## config.mk

```make
export PLATFORM = sky130hd
export DESIGN_NAME = demux_stream_flat
export DESIGN_NICKNAME = d
export VERILOG_FILES = /design/src/rtl/demux_stream_if.sv /design/src/rtl/demux_stream.sv /design/src/flat_wrapper.sv
export SDC_FILE = /design/constraint.sdc
export NUM_CORES = 1
export LEC_CHECK = 0
export CAP_MARGIN = 20
export CORE_MARGIN = 1.5
export CORE_UTILIZATION = 50
export CTS_CLUSTER_SIZE = 20
export DETAILED_ROUTE_END_ITERATION = 8
export DONT_BUFFER_PORTS = 1
export GPL_TIMING_DRIVEN = 0
export PLACE_DENSITY = 0.68
export SETUP_SLACK_MARGIN = 0.15
export SLEW_MARGIN = 20
export SYNTH_ARGS = -nofsm -noshare
export SYNTH_HDL_FRONTEND = slang
export SYNTH_SLANG_ARGS = --single-unit
```

## constraint.sdc

```tcl
create_clock -name clk -period 1.5 [get_ports clk]
set_clock_uncertainty 0.05 [all_clocks]
set_input_delay 0.15 -clock clk [delete_from_list [all_inputs] [get_ports clk]]
set_output_delay 0.15 -clock clk [all_outputs]
set_load 0.02 [all_outputs]
```

## src/rtl/demux_stream_if.sv

```systemverilog
// demux_stream_if: stream bundle for a 1-to-2 demultiplexer.
//   in_data/in_sel/in_valid/in_ready   : upstream word, destination select, handshake
//   outN_data/outN_valid/outN_ready    : per-port buffered word and handshake (N = 1, 2)
//   outN_count                         : words delivered on port N, modulo 2^16
// master : the environment side (drives upstream word and downstream ready)
// slave  : the demux side
interface demux_stream_if;
    logic [31:0] in_data;
    logic        in_sel;
    logic        in_valid;
    logic        in_ready;
    logic [31:0] out1_data;
    logic        out1_valid;
    logic        out1_ready;
    logic [15:0] out1_count;
    logic [31:0] out2_data;
    logic        out2_valid;
    logic        out2_ready;
    logic [15:0] out2_count;

    modport master (
        output in_data, in_sel, in_valid, out1_ready, out2_ready,
        input  in_ready, out1_data, out1_valid, out1_count,
               out2_data, out2_valid, out2_count
    );

    modport slave (
        input  in_data, in_sel, in_valid, out1_ready, out2_ready,
        output in_ready, out1_data, out1_valid, out1_count,
               out2_data, out2_valid, out2_count
    );
endinterface

```

## src/rtl/demux_stream.sv

```systemverilog
// demux_stream: routes each upstream word to one of two output ports, each
// backed by a one-entry buffer (EMPTY/FULL), with a delivered-word counter
// per port.
//   clk   : rising-edge clock
//   rst_n : asynchronous active-low reset
//   bus   : demux_stream_if.slave (upstream input, two buffered outputs)
// in_sel = 1 routes to port 1, in_sel = 0 routes to port 2.
module demux_stream (
    input  logic                 clk,
    input  logic                 rst_n,
    demux_stream_if.slave        bus
);

    typedef enum logic {
        EMPTY_S = 1'b0,
        FULL_S  = 1'b1
    } buf_state_e;

    buf_state_e  state1_r, state1_next_s;
    buf_state_e  state2_r, state2_next_s;
    logic [31:0] data1_r, data2_r;
    logic [15:0] count1_r, count2_r;
    logic        valid1_s, valid2_s;
    logic        in_ready_s;
    logic        in_xfer1_s, in_xfer2_s;
    logic        out_xfer1_s, out_xfer2_s;

    // Handshake decode: a buffer can take a word if it is empty or is
    // draining this same cycle; in_valid deliberately does not feed in_ready.
    always_comb begin
        in_ready_s  = 1'b0;
        out_xfer1_s = (state1_r == FULL_S) && bus.out1_ready;
        out_xfer2_s = (state2_r == FULL_S) && bus.out2_ready;
        if (bus.in_sel) begin
            in_ready_s = (state1_r == EMPTY_S) || bus.out1_ready;
        end else begin
            in_ready_s = (state2_r == EMPTY_S) || bus.out2_ready;
        end
        in_xfer1_s = bus.in_valid && in_ready_s && bus.in_sel;
        in_xfer2_s = bus.in_valid && in_ready_s && !bus.in_sel;
    end

    // Buffer state registers for both ports.
    always_ff @(posedge clk or negedge rst_n) begin
        if (!rst_n) begin
            state1_r <= EMPTY_S;
            state2_r <= EMPTY_S;
        end else begin
            state1_r <= state1_next_s;
            state2_r <= state2_next_s;
        end
    end

    // Next-state logic for port 1 buffer; a refill wins over a drain.
    always_comb begin
        state1_next_s = state1_r;
        case (state1_r)
            EMPTY_S: begin
                if (in_xfer1_s) begin
                    state1_next_s = FULL_S;
                end else begin
                    state1_next_s = EMPTY_S;
                end
            end
            FULL_S: begin
                if (in_xfer1_s) begin
                    state1_next_s = FULL_S;
                end else if (out_xfer1_s) begin
                    state1_next_s = EMPTY_S;
                end else begin
                    state1_next_s = FULL_S;
                end
            end
            default: state1_next_s = EMPTY_S;
        endcase
    end

    // Next-state logic for port 2 buffer; a refill wins over a drain.
    always_comb begin
        state2_next_s = state2_r;
        case (state2_r)
            EMPTY_S: begin
                if (in_xfer2_s) begin
                    state2_next_s = FULL_S;
                end else begin
                    state2_next_s = EMPTY_S;
                end
            end
            FULL_S: begin
                if (in_xfer2_s) begin
                    state2_next_s = FULL_S;
                end else if (out_xfer2_s) begin
                    state2_next_s = EMPTY_S;
                end else begin
                    state2_next_s = FULL_S;
                end
            end
            default: state2_next_s = EMPTY_S;
        endcase
    end

    // Output decode: valid is a direct decode of the state register.
    always_comb begin
        valid1_s = 1'b0;
        valid2_s = 1'b0;
        case (state1_r)
            FULL_S:  valid1_s = 1'b1;
            default: valid1_s = 1'b0;
        endcase
        case (state2_r)
            FULL_S:  valid2_s = 1'b1;
            default: valid2_s = 1'b0;
        endcase
    end

    // Data buffers: load only on an input transfer to that port, else hold.
    always_ff @(posedge clk or negedge rst_n) begin
        if (!rst_n) begin
            data1_r <= 32'h0000_0000;
            data2_r <= 32'h0000_0000;
        end else begin
            if (in_xfer1_s) begin
                data1_r <= bus.in_data;
            end
            if (in_xfer2_s) begin
                data2_r <= bus.in_data;
            end
        end
    end

    // Delivered-word counters; wrap naturally at 16 bits.
    always_ff @(posedge clk or negedge rst_n) begin
        if (!rst_n) begin
            count1_r <= 16'h0000;
            count2_r <= 16'h0000;
        end else begin
            if (out_xfer1_s) begin
                count1_r <= count1_r + 16'd1;
            end
            if (out_xfer2_s) begin
                count2_r <= count2_r + 16'd1;
            end
        end
    end

    assign bus.in_ready   = in_ready_s;
    assign bus.out1_data  = data1_r;
    assign bus.out1_valid = valid1_s;
    assign bus.out1_count = count1_r;
    assign bus.out2_data  = data2_r;
    assign bus.out2_valid = valid2_s;
    assign bus.out2_count = count2_r;

endmodule

```

## src/flat_wrapper.sv

```systemverilog
// flat-port wrapper written by rule: the top's interface ports become plain ports
module demux_stream_flat 
  (clk, rst_n, bus_in_data, bus_in_sel, bus_in_valid, bus_out1_ready, bus_out2_ready, bus_in_ready, bus_out1_data, bus_out1_valid, bus_out1_count, bus_out2_data, bus_out2_valid, bus_out2_count);
  demux_stream_if bus_i ();
  input  logic clk;
  input  logic rst_n;
  input wire logic [$bits(bus_i.in_data)-1:0] bus_in_data;
  input wire logic [$bits(bus_i.in_sel)-1:0] bus_in_sel;
  input wire logic [$bits(bus_i.in_valid)-1:0] bus_in_valid;
  input wire logic [$bits(bus_i.out1_ready)-1:0] bus_out1_ready;
  input wire logic [$bits(bus_i.out2_ready)-1:0] bus_out2_ready;
  output wire logic [$bits(bus_i.in_ready)-1:0] bus_in_ready;
  output wire logic [$bits(bus_i.out1_data)-1:0] bus_out1_data;
  output wire logic [$bits(bus_i.out1_valid)-1:0] bus_out1_valid;
  output wire logic [$bits(bus_i.out1_count)-1:0] bus_out1_count;
  output wire logic [$bits(bus_i.out2_data)-1:0] bus_out2_data;
  output wire logic [$bits(bus_i.out2_valid)-1:0] bus_out2_valid;
  output wire logic [$bits(bus_i.out2_count)-1:0] bus_out2_count;
  assign bus_i.in_data = bus_in_data;
  assign bus_i.in_sel = bus_in_sel;
  assign bus_i.in_valid = bus_in_valid;
  assign bus_i.out1_ready = bus_out1_ready;
  assign bus_i.out2_ready = bus_out2_ready;
  assign bus_in_ready = bus_i.in_ready;
  assign bus_out1_data = bus_i.out1_data;
  assign bus_out1_valid = bus_i.out1_valid;
  assign bus_out1_count = bus_i.out1_count;
  assign bus_out2_data = bus_i.out2_data;
  assign bus_out2_valid = bus_i.out2_valid;
  assign bus_out2_count = bus_i.out2_count;
  demux_stream u_core (.clk(clk), .rst_n(rst_n), .bus(bus_i));
endmodule
```

After elaboration in Yosys (flattened, before gate mapping)
Cells that the tools add are included.
{ "classes": {"n_addsub": 2, "multipliers": 0, "div": 0, "order_cmp": 0, "n_eq_ne": 0, "shift": 0, "muxes": 11, "n_bitwise": 2, "n_reduce_logical": 8} }
{ "op_table": {"columns": ["operator", "n"], "rows": [
  ["$add A16 B1 Y16 const B", 2],
  ["$mux W1", 9],
  ["$logic_and A1 B1 Y1", 5],
  ["$pmux W1 S2", 2],
  ["$logic_or A1 B1 Y1", 2],
  ["$not A1 Y1", 2],
  ["$logic_not A1 Y1", 1]
]} }
{ "totals": {"register_bits": 98, "latchBits": 0, "ramBits": 0, "mem_bits_ro": 0, "input_bits": 38, "n_memories": 0} }

Logic depth before layout (Yosys ltp)
Gate-level depths: netlist of the first run.
{ "logic_depth": {"ltp_word": 7, "depth_mapped": 6} }

Worst setup path before layout of the first run
OpenSTA, ideal clock, no wires.
{ "synth_timing": {"path_type": "flip-flop to flip-flop", "startpoint": "register u_core.count2_r[0], in the netlist u_core.bus.out2_count[0]", "endpoint": "register u_core.count2_r[8], in the netlist u_core.bus.out2_count[8]", "setup_time_ns": 0.131, "arrival_time_ns": 1.380, "setup_slack_ns": -0.061, "stages_incl_launch_ff": 6, "path_buffers": 0, "synth_period_minus_slack_ns": 1.561, "cell_sequence": "dfrtp_1 > ha_1 > and4_1 > and3_1 > and3_1 > xor2_1"} }
{ "synth_via": {"elab_chain_cells": 1} }
{ "synth_rtl": {"columns": ["element", "line", "rtl"], "rows": [
  ["start: declaration", "demux_stream.sv:22", "logic [15:0] count1_r, count2_r;"],
  ["start signal: assignment", "demux_stream.sv:141", "count2_r <= count2_r + 16'd1;"],
  ["$add A16 B1 Y16", "demux_stream.sv:141", null]
]} }
No other way between the ends.
A chain may end at the register's enable or synchronous reset.

Final worst setup path of the first run
{ "layout_timing": {"startpoint": "register u_core.state1_r", "endpoint": "register u_core.data1_r[25], in the netlist u_core.bus.out1_data[25]"} }
{ "layout_via": {"elab_chain_cells": 5} }
{ "layout_rtl": {"columns": ["element", "line", "rtl"], "rows": [
  ["start: declaration", "demux_stream.sv:19", "buf_state_e state1_r, state1_next_s;"],
  ["start signal: assignment", "demux_stream.sv:49", "state1_r <= state1_next_s;"],
  ["$not A1 Y1", "demux_stream.sv:35", "in_ready_s = (state1_r == EMPTY_S) || bus.out1_ready;"],
  ["$logic_or A1 B1 Y1", "demux_stream.sv:35", null],
  ["$mux W1", "demux_stream.sv:34", "if (bus.in_sel) begin"],
  ["$logic_and A1 B1 Y1 (2 in a row)", "demux_stream.sv:39", "in_xfer1_s = bus.in_valid && in_ready_s && bus.in_sel;"],
  ["end signal: assignment", "demux_stream.sv:123", "data1_r <= bus.in_data;"],
  ["end: declaration", "demux_stream.sv:21", "logic [31:0] data1_r, data2_r;"]
]} }
No other way between the ends.

==> run summary, run 1 <==
TritonCTS buffer count - 9
all-layer global routing usage - 0.189
gp weighted congestion - 0.697
syn nets - 303
vias per inst - 5.39
initial antenna violation count - 0
layout cells sized above 1 - 0.479
synthesized instance count - 263
most frequent cells in the layout - dfrtp_1 (75), mux2_4 (62), dlygate4sd3_1 (35)
I/O pin total - 137
synth unique cells - 24
DRT Pass-1 Iters - 4
vias in the first global route - 2,492
Peak VDD IR - 931 uV
FILL cells - 583
Synth Area in Compound Gates - 0
Clock Sinks - 98
Initial Utilization - 0.527
Tightest Pin Transition - 0.380 ns
clk buf depth - 2
Worst EP arrival - 1.71 ns
Highest Clock Rate - 652 MHz
largest family of logic cells by synthesized area - multiplexers
adder-cell share of the synthesized area - 0.00606
period utilisation layout - 1.02
Synth Cell Area - 4130 um^2
n_diodes - 0
Via Count - 2,328
Worst EP required - 1.68 ns
Final Hold Viols - 99
DP Worst Slack - -0.0940 ns
Root Buffer - clkbuf_8
Pint - 4.70 mW
clock-pin slew on the worst setup and hold paths - 0.09 ns
Mean Syn Cell Area - 15.7 um^2
DRC Markers - 0
H-tree levels - 3
Switching Share - 0.327
post-synthesis mux area share - 0.232
Top FF cell, synth - dfrtp_1
Synth Register Bits - 98
minimum clock period - 1.53 ns
status - complete, but fails checks
full die area - 8820 um^2
largest net degree at the start of global routing - 99
drt total wl - 8240 um
hold_ws - -0.560 ns
Post-CTS Hold Fix Bufs - 35
wire per inst - 19.1 um
Comb pwr share - 0.155
first-pass GRT wire length - 12,800 um
CP endpoint kind - flop
later-pin clock latency in the skew report - 0.34 ns
CTS tree - yes
Async SR Flop Fraction - 1.00
total of warnings raised by yosys - 0
power per cell area - 1340 nW/um^2
max-capacitance violation count - 0
Layout area overhead - 26.6%
Core ar. - 7850 um^2
CP Max Fanout - 10
Slew Limit Headroom - 0.747
Die W - 93.9 um
IO buf count - 0
failing checks - negative hold slack, negative setup slack
# rows - 32
Post-Synth Simple-Gate Area - 0.0757
max-slew violations - 0
final total power - 6.99 mW
most common cell after layout, fill and taps aside - dfrtp_1
DP HPWL - 5080 um
Synth Area in XOR/XNOR - 0.0636
setup violators final - 56
Post-synth EDFFs - 0
Pleak - 2.38 nW
antenna-violating nets left - 0
final setup margin - -0.0343 ns
Psw - 2.29 mW
Clock Power Share - 0.243
fin nets - 365
Seq/Total Area, Yosys - 0.593
Die H - 93.9 um
hold crit path type - in2async
Worst setup SP type - flop
initial DRC count - 64
RSZ-0062 raised after global routing - true
crit path kind - reg2reg
register share of total power - 0.602
grt total ovfl - 0
-- cell families (layout without fill, tap and decap cells) --
kind of cell             count (synthesis)  in the layout
adder cells (fa/ha/maj)                  2              2
multiplexers                            67             67
flip-flops                              98             98
AND/OR/NAND/NOR                         56             56
buffers and inverters                   10             77
XOR/XNOR                                30             30
-- through the flow --
step                       util  hold WS, ns  area [um^2]  std cells  TNS (ns)
final                     0.667       -0.560         5230        432     -1.10
after global routing      0.667       -0.590         5230        432     -3.92
after CTS                 0.640       -0.581         5020        422     -1.56
after global placement    0.552       -0.193         4330        365     -2.74
after detailed placement  0.552       -0.193         4330        365     -3.47
after floorplan               -       -0.196         4200        263         0
-- timing repair --
item,4_1_cts,5_1_grt
setup endpoints to repair,83,88
pin swaps,14,13
resized for setup,30,27
buffers inserted,6,9
cloned,0,1
hold endpoints to repair,166,99
-- Yosys cell counts, types with 3 or more instances --
cell type,number,area share
dfrtp_1,98,0.59
mux2_4,54,0.20
xnor2_1,25,0.053
nand2_1,19,0.017
mux2_2,13,0.035
nand4_1,10,0.015
and3_1,6,0.0091
nand3_1,6,0.0073
buf_6,5,0.014
xor2_1,5,0.011
and4_1,4,0.0085
nor2_1,3,0.0027
-- power groups by stage --
stage | clock, mW | sequential [mW] | combinational, mW
2_1_floorplan | 0 | 4.09 | 0.778
3_3_place_gp | 0 | 4.23 | 0.831
3_5_place_dp | 0 | 4.23 | 0.866
4_1_cts | 1.73 | 4.21 | 1.02
5_1_grt | 1.86 | 4.28 | 1.18
6_report | 1.70 | 4.21 | 1.08
-- layer usage --
metal | global-route usage | vias up | routed length [um]
met5 | 0 | - | 0
met3 | 0.0736 | 9 | 687
met2 | 0.299 | 90 | 4030
met1 | 0.240 | 1193 | 3430
met4 | 0.0547 | 0 | 97
li1 | - | 1036 | -
-- area by class of cell --
type | instances | area (um^2) | share of cell area
Multi-Input combinational cell | 155 | 1760 | 0.337
Tap cell | 102 | 128 | 0.0244
Clock inverter | 4 | 52.6 | 0.0100
Clock buffer | 12 | 145 | 0.0277
Buffer | 9 | 154 | 0.0294
Timing Repair Buffer | 51 | 503 | 0.0961
Sequential cell | 98 | 2480 | 0.474
Inverter | 1 | 3.75 | 0.000718
-- registers in the layout (all words and copies together) (netlist names) --
name and count:
u_core.state2_r 1, u_core.state1_r 1, u_core.bus.out1_data 32, u_core.bus.out2_count 16, u_core.bus.out1_count 16, u_core.bus.out2_data 32
-- worst paths after layout --
kind,slack (ns),to,from,depth (start not counted)
max in group asynchronous,1.82,u_core.bus.out2_count[6],rst_n,0
max reg2reg,-0.03,u_core.bus.out1_data[25],u_core.state1_r,5
max,-0.03,u_core.bus.out1_data[25],u_core.state1_r,5
min,-0.56,u_core.bus.out1_count[15],rst_n,0
min reg2reg,0.50,u_core.bus.out1_count[11],u_core.bus.out1_count[11],1
min in group clk,-0.06,u_core.state2_r,bus_out2_ready,2
-- worst max-delay path: stages, from the launching register on --
cell,delay [ns]
dfrtp_2,0.50
nand2b_4,0.11
nor2b_4,0.15
buf_8,0.15
buf_12,0.16
mux2_4,0.30
Note: power is estimated with default switching activity, not from simulation.
==> run 2: changes to the inputs <==
- CORE_UTILIZATION: 50 -> 41
- DONT_BUFFER_PORTS: 1 -> default
- PLACE_DENSITY: 0.68 -> 0.76
==> run summary, run 2 (same netlist as run 1, synthesis figures left out) <==
Core ar. - 9770 um^2 (+25%)
CP endpoint kind - flop
crit path to - u_core.bus.out2_data[21]
max-slew violations - 0 (unchanged)
crit path kind - reg2reg
most common cell after layout, fill and taps aside - dfrtp_1
wire per inst - 16.8 um (-12%)
# rows - 36 (+13%)
DP HPWL - 6190 um (+22%)
later-pin clock latency in the skew report - 0.36 ns (+0.02 ns)
vias in the first global route - 2,926 (+17%)
max-capacitance violation count - 0 (unchanged)
largest net degree at the start of global routing - 53 (-46%)
Initial Utilization - 0.423 (-0.104)
status - complete, but fails checks
Highest Clock Rate - 642 MHz (-1.6%)
full die area - 10,700 um^2 (+21%)
Clock Power Share - 0.226 (-0.017)
grt met3 use - 0.0390 (-0.0346)
IO buf count - 136 (+136)
Root Buffer - clkbuf_8
Psw - 2.54 mW (+11%)
Worst setup SP type - flop
most frequent cells in the layout - dfrtp_1 (82), dlygate4sd2_1 (70), mux2_4 (64)
Peak VDD IR - 758 uV (-19%)
Worst EP required - 1.69 ns (about the same)
vias per inst - 4.80 (-11%)
Layout area overhead - 56.5%
layout cells sized above 1 - 0.416 (-0.0632)
Die H - 103 um (+10%)
FILL cells - 768 (+32%)
hold crit path type - in2reg
antenna-violating nets left - 0 (unchanged)
Clock Sinks - 98 (unchanged)
register share of total power - 0.436 (-0.166)
Pleak - 3.09 nW (+30%)
Switching Share - 0.315 (-0.0120)
Seq. cell area - 2470 um^2 (-0.35%)
Die W - 103 um (+10%)
Worst EP arrival - 1.75 ns (+0.04 ns)
CP Max Fanout - 5 (-5)
first-pass GRT wire length - 15,300 um (+19%)
grt total ovfl - 0 (unchanged)
min-delay src - bus_out1_ready
Slew Limit Headroom - 0.702 (-0.0449)
RSZ-0062 raised after global routing - true
period utilisation layout - 1.04 (+0.0161)
final core utilization - 0.662 (-0.00507)
GRT met2 Usage - 0.310 (+0.0108)
fin nets - 486 (+33%)
worst reg2reg startpoint - u_core.state2_r
n_diodes - 0 (unchanged)
DRC Markers - 0 (unchanged)
setup violators final - 19 (-66%)
I/O pin total - 137 (unchanged)
R2R Setup Slk - -0.06 ns (-0.02 ns)
gp weighted congestion - 0.768 (+10%)
all-layer global routing usage - 0.189 (+0.000336)
initial antenna violation count - 0 (unchanged)
drt total wl - 9770 um (+18%)
Crit. Startpoint - u_core.state2_r
H-tree levels - 3 (unchanged)
GR Util met1 - 0.247 (+0.00775)
Multi-input gate area - 1750 um^2 (-0.92%)
Via Count - 2,798 (+20%)
DRT Pass-1 Iters - 4 (unchanged)
clk buf depth - 2 (unchanged)
failing checks - negative setup slack
Pint - 5.50 mW (+17%)
power per cell area - 1240 nW/um^2 (-7.0%)
minimum clock period - 1.56 ns (+0.0242 ns)
r2r worst-path depth - 6 (+1)
final setup TNS - -0.565 ns (+0.538 ns)
RR Endpoint - u_core.bus.out2_data[21]
final setup margin - -0.0585 ns (-0.0242 ns)
clock-pin slew on the worst setup and hold paths - 0.09 ns (about the same)
Final Hold Viols - 0 (-100%)
Comb pwr share - 0.337 (+0.182)
Tightest Pin Transition - 0.447 ns (+0.0674 ns)
CTS tree - yes
Top Usage Layer GRT - met2
TritonCTS buffer count - 9 (unchanged)
initial DRC count - 36 (-44%)
## run 2: cell count changes in the layout (fill, tap and decap cells not counted), moves of 9 or more
cell / change
clkbuf_2: +10
dlygate4sd2_1: +70
buf_6: +9
dlygate4sd3_1: -34
clkdlybuf4s15_1: +13
clkdlybuf4s50_1: +35
## run 2: worst max-delay path, stage by stage, from the launching register on
cell and delay [ns]:
dfrtp_2 0.44, nand2b_4 0.08, and3b_1 0.17, buf_6 0.16
buf_12 0.13, buf_12 0.12, mux2_4 0.29
## run 2: cell type report
class                   instances  share of cell area
clock inverters                 5              0.0124
inverters                       1            0.000580
well taps                     133              0.0257
flip-flops and latches         98               0.382
plain buffers                   9              0.0252
repair buffers                172               0.264
clock buffers                  10              0.0197
multi-input cells             155               0.270
## run 2: layer usage
| layer | up-vias | part of all wire |
|---|---|---|
| met4 | 0 | 0.015 |
| met1 | 1420 | 0.43 |
| met3 | 12 | 0.060 |
| met5 | - | 0 |
| li1 | 1278 | - |
| met2 | 88 | 0.49 |
## run 2: power groups by stage
stage               clock network (mW)  registers, mW  logic [mW]
finish                            1.82           3.51        2.71
global route                      1.98           3.57        2.92
CTS                               1.86           3.49        2.68
detailed placement                   0           3.57        2.61
global placement                     0           3.56        2.54
floorplan                            0           4.09       0.778
## run 2: how the worst min path moves through the flow
stage / slack (ns) / cells past startpoint / end
2_1_floorplan: -0.20 / 0 / u_core.bus.out1_count[0]
3_3_place_gp: 0.41 / 1 / u_core.bus.out1_count[15]
3_5_place_dp: 0.06 / 1 / u_core.bus.out1_count[12]
4_1_cts: 0.25 / 2 / u_core.bus.out1_count[3]
5_1_grt: 0.11 / 3 / u_core.bus.out1_count[2]
6_report: 0.11 / 3 / u_core.bus.out1_count[2]
## run 2: repair_timing
action,in CTS,in global routing
hold endpoints to repair,46,0
hold buffers,1,0
pin swaps,8,15
cloned,5,0
buffers inserted,22,7
setup endpoints to repair,176,107
resized for setup,164,50
## run 2: stage by stage
step	hold WS, ns	cells	area, um^2	power (mW)	setup slack (ns)
2_1_floorplan	-0.196	263	4200	4.86	0.0454
3_3_place_gp	0.411	532	5730	6.10	-3.68
3_5_place_dp	0.0612	533	5760	6.18	-0.398
4_1_cts	0.245	576	6350	8.03	-0.0479
5_1_grt	0.114	583	6470	8.46	-0.102
6_report	0.114	583	6470	8.04	-0.0585
